[src/rtl/reg_bank_arbiter_pkg.sv]
// Shared types and helpers for the register-bank write-port arbiter.
// Pulled in by the interface, the hold timer and the arbiter itself.
package reg_bank_arbiter_pkg;

    typedef enum logic [1:0] {
        IDLE     = 2'd0,
        OWN_PROG = 2'd1,
        OWN_RTC  = 2'd2,
        TURN     = 2'd3
    } arb_state_e;

    // Owner codes double as the bank mux select value.
    localparam logic OWNER_RTC  = 1'b0;
    localparam logic OWNER_PROG = 1'b1;

    localparam int HOLD_CNT_W = 8;

    // Winner of IDLE arbitration; only meaningful when at least one side requests.
    function automatic logic pick_owner(input logic req_prog, input logic req_rtc,
                                        input logic last_owner);
        logic owner;
        if (req_prog && req_rtc) begin
            owner = ~last_owner;
        end else if (req_prog) begin
            owner = OWNER_PROG;
        end else begin
            owner = OWNER_RTC;
        end
        return owner;
    endfunction

endpackage

[src/rtl/reg_bank_arbiter_if.sv]
// Requester-side and bank-side signals of the arbiter, bundled as one interface.
// The arbiter uses the slave view; requesters and the bank use the master view.
interface reg_bank_arbiter_if #(
    parameter int AW = 4,
    parameter int DW = 8
);
    logic          req_prog;
    logic          we_prog;
    logic [AW-1:0] addr_prog;
    logic [DW-1:0] data_prog;
    logic          req_rtc;
    logic          we_rtc;
    logic [AW-1:0] addr_rtc;
    logic [DW-1:0] data_rtc;
    logic          gnt_prog;
    logic          gnt_rtc;
    logic          sel;
    logic          bank_we;
    logic [AW-1:0] bank_addr;
    logic [DW-1:0] bank_data;
    logic          busy;

    modport master (
        output req_prog, we_prog, addr_prog, data_prog,
        output req_rtc, we_rtc, addr_rtc, data_rtc,
        input  gnt_prog, gnt_rtc, sel, bank_we, bank_addr, bank_data, busy
    );

    modport slave (
        input  req_prog, we_prog, addr_prog, data_prog,
        input  req_rtc, we_rtc, addr_rtc, data_rtc,
        output gnt_prog, gnt_rtc, sel, bank_we, bank_addr, bank_data, busy
    );

endinterface

[src/rtl/reg_bank_arbiter_hold_timer.sv]
// Saturating contention counter; term_o flags that the owner has used its
// last allowed contended cycle (count == HOLD_MAX-1).
module reg_bank_arbiter_hold_timer
    import reg_bank_arbiter_pkg::*;
#(
    parameter int HOLD_MAX = 64
) (
    input  logic clk,
    input  logic reset,
    input  logic clr_i,
    input  logic en_i,
    output logic term_o
);

    localparam logic [HOLD_CNT_W-1:0] TERM_CNT = HOLD_CNT_W'(HOLD_MAX - 1);
    localparam logic [HOLD_CNT_W-1:0] SAT_CNT  = {HOLD_CNT_W{1'b1}};

    logic [HOLD_CNT_W-1:0] cnt_q;
    logic [HOLD_CNT_W-1:0] cnt_d;
    logic                  term_q;

    // Next count: clear wins over enable, and the count sticks at all-ones.
    always_comb begin
        cnt_d = cnt_q;
        if (clr_i) begin
            cnt_d = {HOLD_CNT_W{1'b0}};
        end else if (en_i && (cnt_q != SAT_CNT)) begin
            cnt_d = cnt_q + HOLD_CNT_W'(1);
        end else begin
            cnt_d = cnt_q;
        end
    end

    // Count register with the terminal flag registered alongside it.
    always_ff @(posedge clk or negedge reset) begin
        if (!reset) begin
            cnt_q  <= {HOLD_CNT_W{1'b0}};
            term_q <= 1'b0;
        end else begin
            cnt_q  <= cnt_d;
            term_q <= (cnt_d == TERM_CNT);
        end
    end

    assign term_o = term_q;

endmodule

[src/rtl/reg_bank_arbiter.sv]
// Two-requester arbiter for the register bank write port: round-robin grant,
// bounded hold under contention, one dead cycle between owners, registered datapath.
module reg_bank_arbiter
    import reg_bank_arbiter_pkg::*;
#(
    parameter int AW       = 4,
    parameter int DW       = 8,
    parameter int HOLD_MAX = 64
) (
    input  logic                 clk,
    input  logic                 reset,
    reg_bank_arbiter_if.slave    bus
);

    arb_state_e    state_q;
    logic          gnt_prog_q;
    logic          gnt_rtc_q;
    logic          sel_q;
    logic          bank_we_q;
    logic [AW-1:0] bank_addr_q;
    logic [DW-1:0] bank_data_q;
    logic          busy_q;
    logic          last_owner_q;

    logic          in_own_s;
    logic          mine_req_s;
    logic          other_req_s;
    logic          release_s;
    logic          hold_en_s;
    logic          hold_clr_s;
    logic          hold_term_s;
    logic          next_owner_s;

    // Release decision for the current owner and hold-timer control.
    always_comb begin
        in_own_s    = 1'b0;
        mine_req_s  = 1'b0;
        other_req_s = 1'b0;
        case (state_q)
            OWN_PROG: begin
                in_own_s    = 1'b1;
                mine_req_s  = bus.req_prog;
                other_req_s = bus.req_rtc;
            end
            OWN_RTC: begin
                in_own_s    = 1'b1;
                mine_req_s  = bus.req_rtc;
                other_req_s = bus.req_prog;
            end
            IDLE, TURN: begin
                in_own_s    = 1'b0;
                mine_req_s  = 1'b0;
                other_req_s = 1'b0;
            end
            default: begin
                in_own_s    = 1'b0;
                mine_req_s  = 1'b0;
                other_req_s = 1'b0;
            end
        endcase
        release_s    = in_own_s && (!mine_req_s || (other_req_s && hold_term_s));
        hold_en_s    = in_own_s && other_req_s && !release_s;
        hold_clr_s   = !hold_en_s;
        next_owner_s = pick_owner(bus.req_prog, bus.req_rtc, last_owner_q);
    end

    reg_bank_arbiter_hold_timer #(
        .HOLD_MAX (HOLD_MAX)
    ) u_hold_timer (
        .clk    (clk),
        .reset  (reset),
        .clr_i  (hold_clr_s),
        .en_i   (hold_en_s),
        .term_o (hold_term_s)
    );

    // Arbitration FSM with registered grants, select and bank write port.
    always_ff @(posedge clk or negedge reset) begin
        if (!reset) begin
            state_q      <= IDLE;
            gnt_prog_q   <= 1'b0;
            gnt_rtc_q    <= 1'b0;
            sel_q        <= 1'b0;
            bank_we_q    <= 1'b0;
            bank_addr_q  <= {AW{1'b0}};
            bank_data_q  <= {DW{1'b0}};
            busy_q       <= 1'b0;
            last_owner_q <= OWNER_RTC;
        end else begin
            case (state_q)
                IDLE: begin
                    bank_we_q <= 1'b0;
                    if (bus.req_prog || bus.req_rtc) begin
                        busy_q <= 1'b1;
                        sel_q  <= next_owner_s;
                        if (next_owner_s == OWNER_PROG) begin
                            state_q    <= OWN_PROG;
                            gnt_prog_q <= 1'b1;
                        end else begin
                            state_q   <= OWN_RTC;
                            gnt_rtc_q <= 1'b1;
                        end
                    end else begin
                        state_q <= IDLE;
                        busy_q  <= 1'b0;
                    end
                end
                OWN_PROG: begin
                    if (release_s) begin
                        // A write strobed on the release edge never reaches the bank.
                        state_q      <= TURN;
                        gnt_prog_q   <= 1'b0;
                        bank_we_q    <= 1'b0;
                        last_owner_q <= OWNER_PROG;
                    end else begin
                        bank_we_q   <= bus.we_prog;
                        bank_addr_q <= bus.addr_prog;
                        bank_data_q <= bus.data_prog;
                    end
                end
                OWN_RTC: begin
                    if (release_s) begin
                        state_q      <= TURN;
                        gnt_rtc_q    <= 1'b0;
                        bank_we_q    <= 1'b0;
                        last_owner_q <= OWNER_RTC;
                    end else begin
                        bank_we_q   <= bus.we_rtc;
                        bank_addr_q <= bus.addr_rtc;
                        bank_data_q <= bus.data_rtc;
                    end
                end
                TURN: begin
                    state_q   <= IDLE;
                    busy_q    <= 1'b0;
                    bank_we_q <= 1'b0;
                end
                default: begin
                    state_q    <= IDLE;
                    gnt_prog_q <= 1'b0;
                    gnt_rtc_q  <= 1'b0;
                    bank_we_q  <= 1'b0;
                    busy_q     <= 1'b0;
                end
            endcase
        end
    end

    assign bus.gnt_prog  = gnt_prog_q;
    assign bus.gnt_rtc   = gnt_rtc_q;
    assign bus.sel       = sel_q;
    assign bus.bank_we   = bank_we_q;
    assign bus.bank_addr = bank_addr_q;
    assign bus.bank_data = bank_data_q;
    assign bus.busy      = busy_q;

endmodule

[src/flat_wrapper.sv]
// flat-port wrapper written by rule: the top's interface ports become plain ports
module reg_bank_arbiter_flat import reg_bank_arbiter_pkg::*;
#(
    parameter int AW       = 4,
    parameter int DW       = 8,
    parameter int HOLD_MAX = 64
)
  (clk, reset, bus_req_prog, bus_we_prog, bus_addr_prog, bus_data_prog, bus_req_rtc, bus_we_rtc, bus_addr_rtc, bus_data_rtc, bus_gnt_prog, bus_gnt_rtc, bus_sel, bus_bank_we, bus_bank_addr, bus_bank_data, bus_busy);
  reg_bank_arbiter_if #(.AW(AW), .DW(DW)) bus_i ();
  input  logic clk;
  input  logic reset;
  input wire logic [$bits(bus_i.req_prog)-1:0] bus_req_prog;
  input wire logic [$bits(bus_i.we_prog)-1:0] bus_we_prog;
  input wire logic [$bits(bus_i.addr_prog)-1:0] bus_addr_prog;
  input wire logic [$bits(bus_i.data_prog)-1:0] bus_data_prog;
  input wire logic [$bits(bus_i.req_rtc)-1:0] bus_req_rtc;
  input wire logic [$bits(bus_i.we_rtc)-1:0] bus_we_rtc;
  input wire logic [$bits(bus_i.addr_rtc)-1:0] bus_addr_rtc;
  input wire logic [$bits(bus_i.data_rtc)-1:0] bus_data_rtc;
  output wire logic [$bits(bus_i.gnt_prog)-1:0] bus_gnt_prog;
  output wire logic [$bits(bus_i.gnt_rtc)-1:0] bus_gnt_rtc;
  output wire logic [$bits(bus_i.sel)-1:0] bus_sel;
  output wire logic [$bits(bus_i.bank_we)-1:0] bus_bank_we;
  output wire logic [$bits(bus_i.bank_addr)-1:0] bus_bank_addr;
  output wire logic [$bits(bus_i.bank_data)-1:0] bus_bank_data;
  output wire logic [$bits(bus_i.busy)-1:0] bus_busy;
  assign bus_i.req_prog = bus_req_prog;
  assign bus_i.we_prog = bus_we_prog;
  assign bus_i.addr_prog = bus_addr_prog;
  assign bus_i.data_prog = bus_data_prog;
  assign bus_i.req_rtc = bus_req_rtc;
  assign bus_i.we_rtc = bus_we_rtc;
  assign bus_i.addr_rtc = bus_addr_rtc;
  assign bus_i.data_rtc = bus_data_rtc;
  assign bus_gnt_prog = bus_i.gnt_prog;
  assign bus_gnt_rtc = bus_i.gnt_rtc;
  assign bus_sel = bus_i.sel;
  assign bus_bank_we = bus_i.bank_we;
  assign bus_bank_addr = bus_i.bank_addr;
  assign bus_bank_data = bus_i.bank_data;
  assign bus_busy = bus_i.busy;
  reg_bank_arbiter #(.AW(AW), .DW(DW), .HOLD_MAX(HOLD_MAX)) u_core (.clk(clk), .reset(reset), .bus(bus_i));
endmodule
[config.mk]
export PLATFORM = sky130hd
export DESIGN_NAME = reg_bank_arbiter_flat
export DESIGN_NICKNAME = d
export VERILOG_FILES = /design/src/rtl/reg_bank_arbiter_pkg.sv /design/src/rtl/reg_bank_arbiter_if.sv /design/src/rtl/reg_bank_arbiter_hold_timer.sv /design/src/rtl/reg_bank_arbiter.sv /design/src/flat_wrapper.sv
export SDC_FILE = /design/constraint.sdc
export NUM_CORES = 1
export LEC_CHECK = 0
export BUFFER_PORTS_ARGS = -buffer_cell sky130_fd_sc_hd__buf_2
export CORE_ASPECT_RATIO = 1.1
export CORE_MARGIN = 4
export CORE_UTILIZATION = 25
export DETAILED_ROUTE_END_ITERATION = 16
export GPL_ROUTABILITY_DRIVEN = 0
export HOLD_SLACK_MARGIN = 0.15
export PLACE_DENSITY = 0.46
export SLEW_MARGIN = 10
export SYNTH_ARGS = -nofsm -noshare
export SYNTH_HDL_FRONTEND = slang
export SYNTH_SLANG_ARGS = --single-unit
[constraint.sdc]
create_clock -name clk -period 2.05 [get_ports clk]
set_input_delay 0.1025 -clock clk [delete_from_list [all_inputs] [get_ports clk]]
set_output_delay 0.1025 -clock clk [all_outputs]
set_load 0.01 [all_outputs]
# After elaboration in Yosys (flattened, before gate mapping)
# Cells that the tools add are included.
[totals]
ff_bits = 29
input_bits = 30
word_cells = 79
[op_classes]
add_sub_neg = 1
eq_ne = 13
muxes = 31
n_bitwise = 1
reduce_logical = 22
[ops]
columns = ["operator", "count"]
rows = [
  ["$mux 8", 4],
  ["$pmux 8 s2", 1],
  ["$mux 1", 11],
  ["$ne 2x1->1 const B", 5],
  ["$pmux 1 s2", 5],
  ["$pmux 1 s3", 3],
  ["$add 8x1->8 const B", 1],
  ["$eq 8x6->1 const B", 1],
  ["$mux 4", 2],
  ["$ne 8x8->1 const B", 1],
  ["$pmux 4 s2", 1],
  ["$reduce_and 4->1", 2],
  ["$reduce_bool 2->1", 4],
  ["$logic_and 1x1->1", 6],
  ["$mux 2", 3],
  ["$ne 2x2->1 const B", 3],
  ["$pmux 2 s3", 1],
  ["$reduce_and 3->1", 2],
  ["$eq 2x2->1 const B", 2],
  ["$reduce_or 2->1", 2],
  ["$eq 2x1->1 const B", 1],
  ["$logic_not 1->1", 2],
  ["$logic_not 2->1", 1],
  ["$logic_or 1x1->1", 2],
  ["other kinds (2)", 2],
]

# Depth between registers and ports, before layout
[logic_depth]
word_depth = 12
ltp_mapped = 9
mapped_depth_nobuf = 7

# Cells and area by module
# From an unflattened synthesis, not the netlist that was laid out.
[hier_totals]
hier_cells = 152
area_unflattened_um2 = 1709.1
[modules_own_cells]
columns = ["mod", "instances", "cells_per_inst", "area_each_um2"]
rows = [
  ["reg_bank_arbiter", 1, 96, 1148.6],
  ["reg_bank_arbiter_hold_timer", 1, 56, 560.5],
]

# Least setup slack after synthesis
# Ideal clock, no wire load.
[synth_path]
path_type = "reg2reg"
startpoint = "reg u_core.state_q[0]"
endpoint = "reg u_core.bank_data_q[0] (netlist: u_core.bus.bank_data[0])"
setup_ps = 132
arrival_ps = 1770
slack_ps = 147
path_stages_with_launch = 10
path_buffers = 2
period_less_slack_ps = 1903
cell_sequence = "dfrtp_1 -> inv_1 -> ha_1 -> buf_4 -> a21oi_1 -> a311oi_2 -> o21ai_1 -> clkbuf_1 -> nand2_1 -> o21ai_1"
[synth_between]
elab_chain_len = 8
[synth_lines]
columns = ["element", "line", "rtl"]
rows = [
  ["from (decl)", "reg_bank_arbiter.sv:15", "arb_state_e state_q;"],
  ["from (signal assigned)", "reg_bank_arbiter.sv:80", "state_q <= IDLE;"],
  ["from (signal assigned)", "reg_bank_arbiter.sv:97", "state_q <= OWN_PROG;"],
  ["from (signal assigned)", "reg_bank_arbiter.sv:100", "state_q <= OWN_RTC;"],
  ["$eq 2x2->1 or $logic_not 2->1 (tied branches)", "reg_bank_arbiter.sv:39", "case (state_q)"],
  ["$reduce_or 2->1 (no line)", "-", ""],
  ["$pmux 1 s3", "reg_bank_arbiter.sv:39", ""],
  ["$logic_not 1->1 or $logic_and 1x1->1 (tied branches)", "reg_bank_arbiter.sv:61", "release_s = in_own_s && (!mine_req_s || (other_req_s && hold_term_s));"],
  ["$logic_or 1x1->1", "reg_bank_arbiter.sv:61", ""],
  ["$logic_and 1x1->1", "reg_bank_arbiter.sv:61", ""],
  ["$ne 2x2->1 (no line)", "-", ""],
  ["$reduce_and 3->1 (no line)", "-", ""],
  ["to (signal assigned)", "reg_bank_arbiter.sv:86", "bank_data_q <= {DW{1'b0}};"],
  ["to (signal assigned)", "reg_bank_arbiter.sv:118", "bank_data_q <= bus.data_prog;"],
  ["to (signal assigned)", "reg_bank_arbiter.sv:130", "bank_data_q <= bus.data_rtc;"],
  ["to (decl)", "reg_bank_arbiter.sv:21", "logic [DW-1:0] bank_data_q;"],
]
# Parallel ways exist; a longest one is shown, timed or not.
# A chain may end at the register's enable or synchronous reset.

# Final worst setup path
[layout_path]
startpoint = "reg u_core.state_q[0]"
endpoint = "reg u_core.bank_addr_q[2] (netlist: u_core.bus.bank_addr[2])"
[layout_between]
elab_chain_len = 8
[layout_lines]
columns = ["element", "line", "rtl"]
rows = [
  ["$eq 2x2->1 or $logic_not 2->1 (tied branches)", "reg_bank_arbiter.sv:39", ""],
  ["$reduce_or 2->1 (no line)", "-", ""],
  ["$pmux 1 s3", "reg_bank_arbiter.sv:39", ""],
  ["$logic_not 1->1 or $logic_and 1x1->1 (tied branches)", "reg_bank_arbiter.sv:61", ""],
  ["$logic_or 1x1->1", "reg_bank_arbiter.sv:61", ""],
  ["$logic_and 1x1->1", "reg_bank_arbiter.sv:61", ""],
  ["$ne 2x2->1 (no line)", "-", ""],
  ["$reduce_and 3->1 (no line)", "-", ""],
  ["to (signal assigned)", "reg_bank_arbiter.sv:85", "bank_addr_q <= {AW{1'b0}};"],
  ["to (signal assigned)", "reg_bank_arbiter.sv:117", "bank_addr_q <= bus.addr_prog;"],
  ["to (signal assigned)", "reg_bank_arbiter.sv:129", "bank_addr_q <= bus.addr_rtc;"],
  ["to (decl)", "reg_bank_arbiter.sv:20", "logic [AW-1:0] bank_addr_q;"],
]
# Parallel ways exist; a longest one is shown, timed or not.

==> metrics.md <==
| Metric | Value |
|---|---|
| Outcome | `finished, final reports clean` |
| Fmax | `519 MHz` |
| Hold Fails Final Rpt | `0` |
| Worst hold margin | `0.160 ns` |
| Setup TNS | `0 ns` |
| Routed wl met2 | `2060 um` |
| Global-route wire length before repair | `6230 um` |
| Via/cell ratio | `4.41` |
| Fin worst setup slack | `0.124 ns` |
| Row count | `29` |
| Die area | `7360 sq um` |
| Cell area after synthesis | `1510 sq um` |
| Power, Total | `2.88 mW` |
| Yosys warning total | `0` |
| Slew of the pin with the lowest slew margin | `0.667 ns` |
| Compound-cell area share of the yosys netlist | `15.9%` |
| Adder-cell share of the synthesized area | `4.96%` |
| Post-route met1 wirelength | `1680 um` |
| Area Overhead vs Synth | `46.2%` |
| Syn Area/Cell | `9.76 sq um` |
| Starting Density | `26.1%` |
| Cell Pwr Density | `1300 nW/um^2` |
| CP max FO | `16` |
| Clock slew at reported path FFs | `0.07 ns` |
| TritonCTS clock tree | `built` |
| Min Tclk post-route | `1.93 ns` |
| CP Capture Type | `flip-flop` |
| Layout Skew | `0.00933 ns` |
| Total Nets Final | `269` |
| Final setup vio count | `0` |
| Post-Synth Simple-Gate Area | `17.5%` |
| Commonest non-fill, non-tap cell in the layout | `buf_2` |
| Uppermost layer routed | `met4` |
| Asr flop ratio synth | `100%` |
| Pin count of the biggest net entering global routing | `30` |
| Grt total ovfl | `0` |
| Cells after Synth | `155` |
| Pre-antenna DRT Iters | `4` |
| Relative slew slack | `55.5%` |
| GR Util All Layers | `11.4%` |
| Commonest non-fill, non-tap cells in the layout | `buf_2 (46), dfrtp_1 (29), dlygate4sd3_1 (26)` |
| Max Cap Viol | `0` |
| Library cells used by synthesis | `35` |
| EDFF count, synth | `0` |
| # DRC | `0` |
| IO buf count | `46` |
| Detailed Route Iter0 Violations | `39` |
| Clk buf depth | `2` |
| Largest family of logic cells by synthesized area | `simple AND/OR/NAND/NOR gates` |
| Core box area | `5810 sq um` |
| Number of global-route vias before repair | `1326` |
| Syn nets | `191` |
| Final period util | `93.9%` |
| DIE HEIGHT | `89.6 um` |
| Via Count | `1371` |
| Per-cell routed wire length | `12.8 um` |
| Worst Path Arrival | `2.10 ns` |
| Startpoint Class | `flip-flop` |
| Critical Path RT | `2.22 ns` |
| Routed Antenna Nets | `0` |
| Min-Delay Path Class | `in -> reg` |
| Met3 wire length | `158 um` |
| Final Max Slew Viols | `0` |
| Dpl hpwl | `2810 um` |
| Post-synthesis mux area share | `9.26%` |
| Finished Core Util | `38.1%` |
| Clk Tree Root Cell | `clkbuf_8` |
| Synth Area in XOR/XNOR | `1.16%` |
| # Post-CTS Setup Buffers | `0` |
| Num CTS Buffers | `5` |
| Register area share after synthesis | `48.0%` |
| Initial antenna violation count | `0` |
| H-tree Lvls | `2` |
| Peak supply drop | `0.457 mV` |
| Top_reg_cell synth | `dfrtp_1` |
| Wirelength, routed | `3990 um` |
| Die Span X | `82.2 um` |
| Worst slack, placed | `0.144 ns` |
| FF+latch count, synth | `29` |
| Clock sink total | `29` |
| Antenna fix cells | `0` |
| Share of layout cells above drive strength 1 | `27.4%` |
| I/O Pins | `47` |
| Static leakage | `1.01 nW` |
| Worst-Skew Late Latency | `0.29 ns` |
| Critical path type | `reg -> reg` |
## stage by stage
stage          instances  area (sq um)
6_report             311          2210
5_1_grt              311          2210
4_1_cts              311          2200
3_5_place_dp         277          1850
3_3_place_gp         277          1850
2_1_floorplan        155          1510
## report_power, final
| part | internal, mW | switching (mW) | leakage (nW) |
|---|---|---|---|
| clock | 0.235 | 0.224 | 0.0450 |
| combinational | 0.721 | 0.809 | 0.603 |
| sequential | 0.780 | 0.110 | 0.365 |
## flip-flops by register name, summed over array words and instances (netlist names)
register / cells
u_core.bus.bank_data: 8
u_core.u_hold_timer.term_o: 1
u_core.u_hold_timer.cnt_q: 8
u_core.bus.busy: 1
u_core.last_owner_q: 1
u_core.state_q: 2
u_core.bus.bank_addr: 4
u_core.bus.gnt_prog: 1
u_core.bus.gnt_rtc: 1
u_core.bus.sel: 1
u_core.bus.bank_we: 1
## per-layer routing
layer / vias up / GRT usage, %
li1: 701 / -
met1: 635 / 13.4
met2: 26 / 18.9
met3: 9 / 2.99
met4: 0 / 6.34
met5: - / 0
## Yosys cell counts (all sizes together) (2+ instances only)
library cell / number / share of area, %
dfrtp: 29 / 48
nand2: 25 / 6.2
o21ai: 16 / 5.3
mux2i: 14 / 9.3
nor2: 12 / 3.0
a21oi: 10 / 3.3
ha: 6 / 5.0
buf: 4 / 1.8
inv: 4 / 0.99
a211oi: 3 / 1.8
a31oi: 3 / 1.2
nand2b: 3 / 1.2
nand3: 3 / 0.99
nor3: 3 / 0.99
and4b: 2 / 1.3
clkbuf: 2 / 0.50
nor2b: 2 / 0.83
xnor2: 2 / 1.2
## cell type report
cell class | instances | area, sq um
multi-input cells | 116 | 744
clock inverters | 2 | 10.0
repair buffers | 77 | 548
clock buffers | 6 | 72.6
inverters | 4 | 15.0
flip-flops and latches | 29 | 726
well taps | 77 | 96.3
fillers | 608 | 3590
## cells by family (layout without fill, tap and decap cells)
| family | after synthesis | after routing |
|---|---|---|
| buffers and inverters | 10 | 89 |
| AOI/OAI and AO/OA | 39 | 39 |
| and+or+nand+nor | 55 | 55 |
| muxes | 14 | 14 |
| DFF | 29 | 29 |
| xor gates and xnor gates | 2 | 2 |
| adders and majority gates | 6 | 6 |
## critical path, stage by stage (launching register included)
cell	delay, ns
dfrtp_1	0.43
inv_1	0.10
ha_1	0.23
buf_8	0.21
mux2i_1	0.21
dlygate4sd3_1	0.57
o21ai_1	0.06
## worst paths after layout
| path | from | to | slack [ns] | cells after the start |
|---|---|---|---|---|
| setup reg to reg | u_core.state_q[0]$_DFFE_PN0P_ | u_core.bus.bank_addr[2]$_DFFE_PN0P_ | 0.12 | 6 |
| hold / removal | bus_req_prog | u_core.bus.busy$_DFFE_PN0P_ | 0.16 | 3 |
| max in group asynchronous | reset | u_core.state_q[1]$_DFFE_PN0P_ | 1.23 | 2 |
| min in group asynchronous | reset | u_core.u_hold_timer.cnt_q[5]$_DFF_PN0_ | 0.38 | 2 |
| setup / recovery | u_core.state_q[0]$_DFFE_PN0P_ | u_core.bus.bank_addr[2]$_DFFE_PN0P_ | 0.12 | 6 |
| hold reg to reg | u_core.bus.bank_data[7]$_DFFE_PN0P_ | u_core.bus.bank_data[7]$_DFFE_PN0P_ | 0.48 | 2 |
## timing repair
| action | in CTS | in global routing |
|---|---|---|
| gates resized for setup | 0 | 4 |
| hold endpoints to repair | 42 | 0 |
| endpoints found under the setup margin | 0 | 11 |
| hold buffers | 26 | 0 |
(Power assumes the default switching activity.)
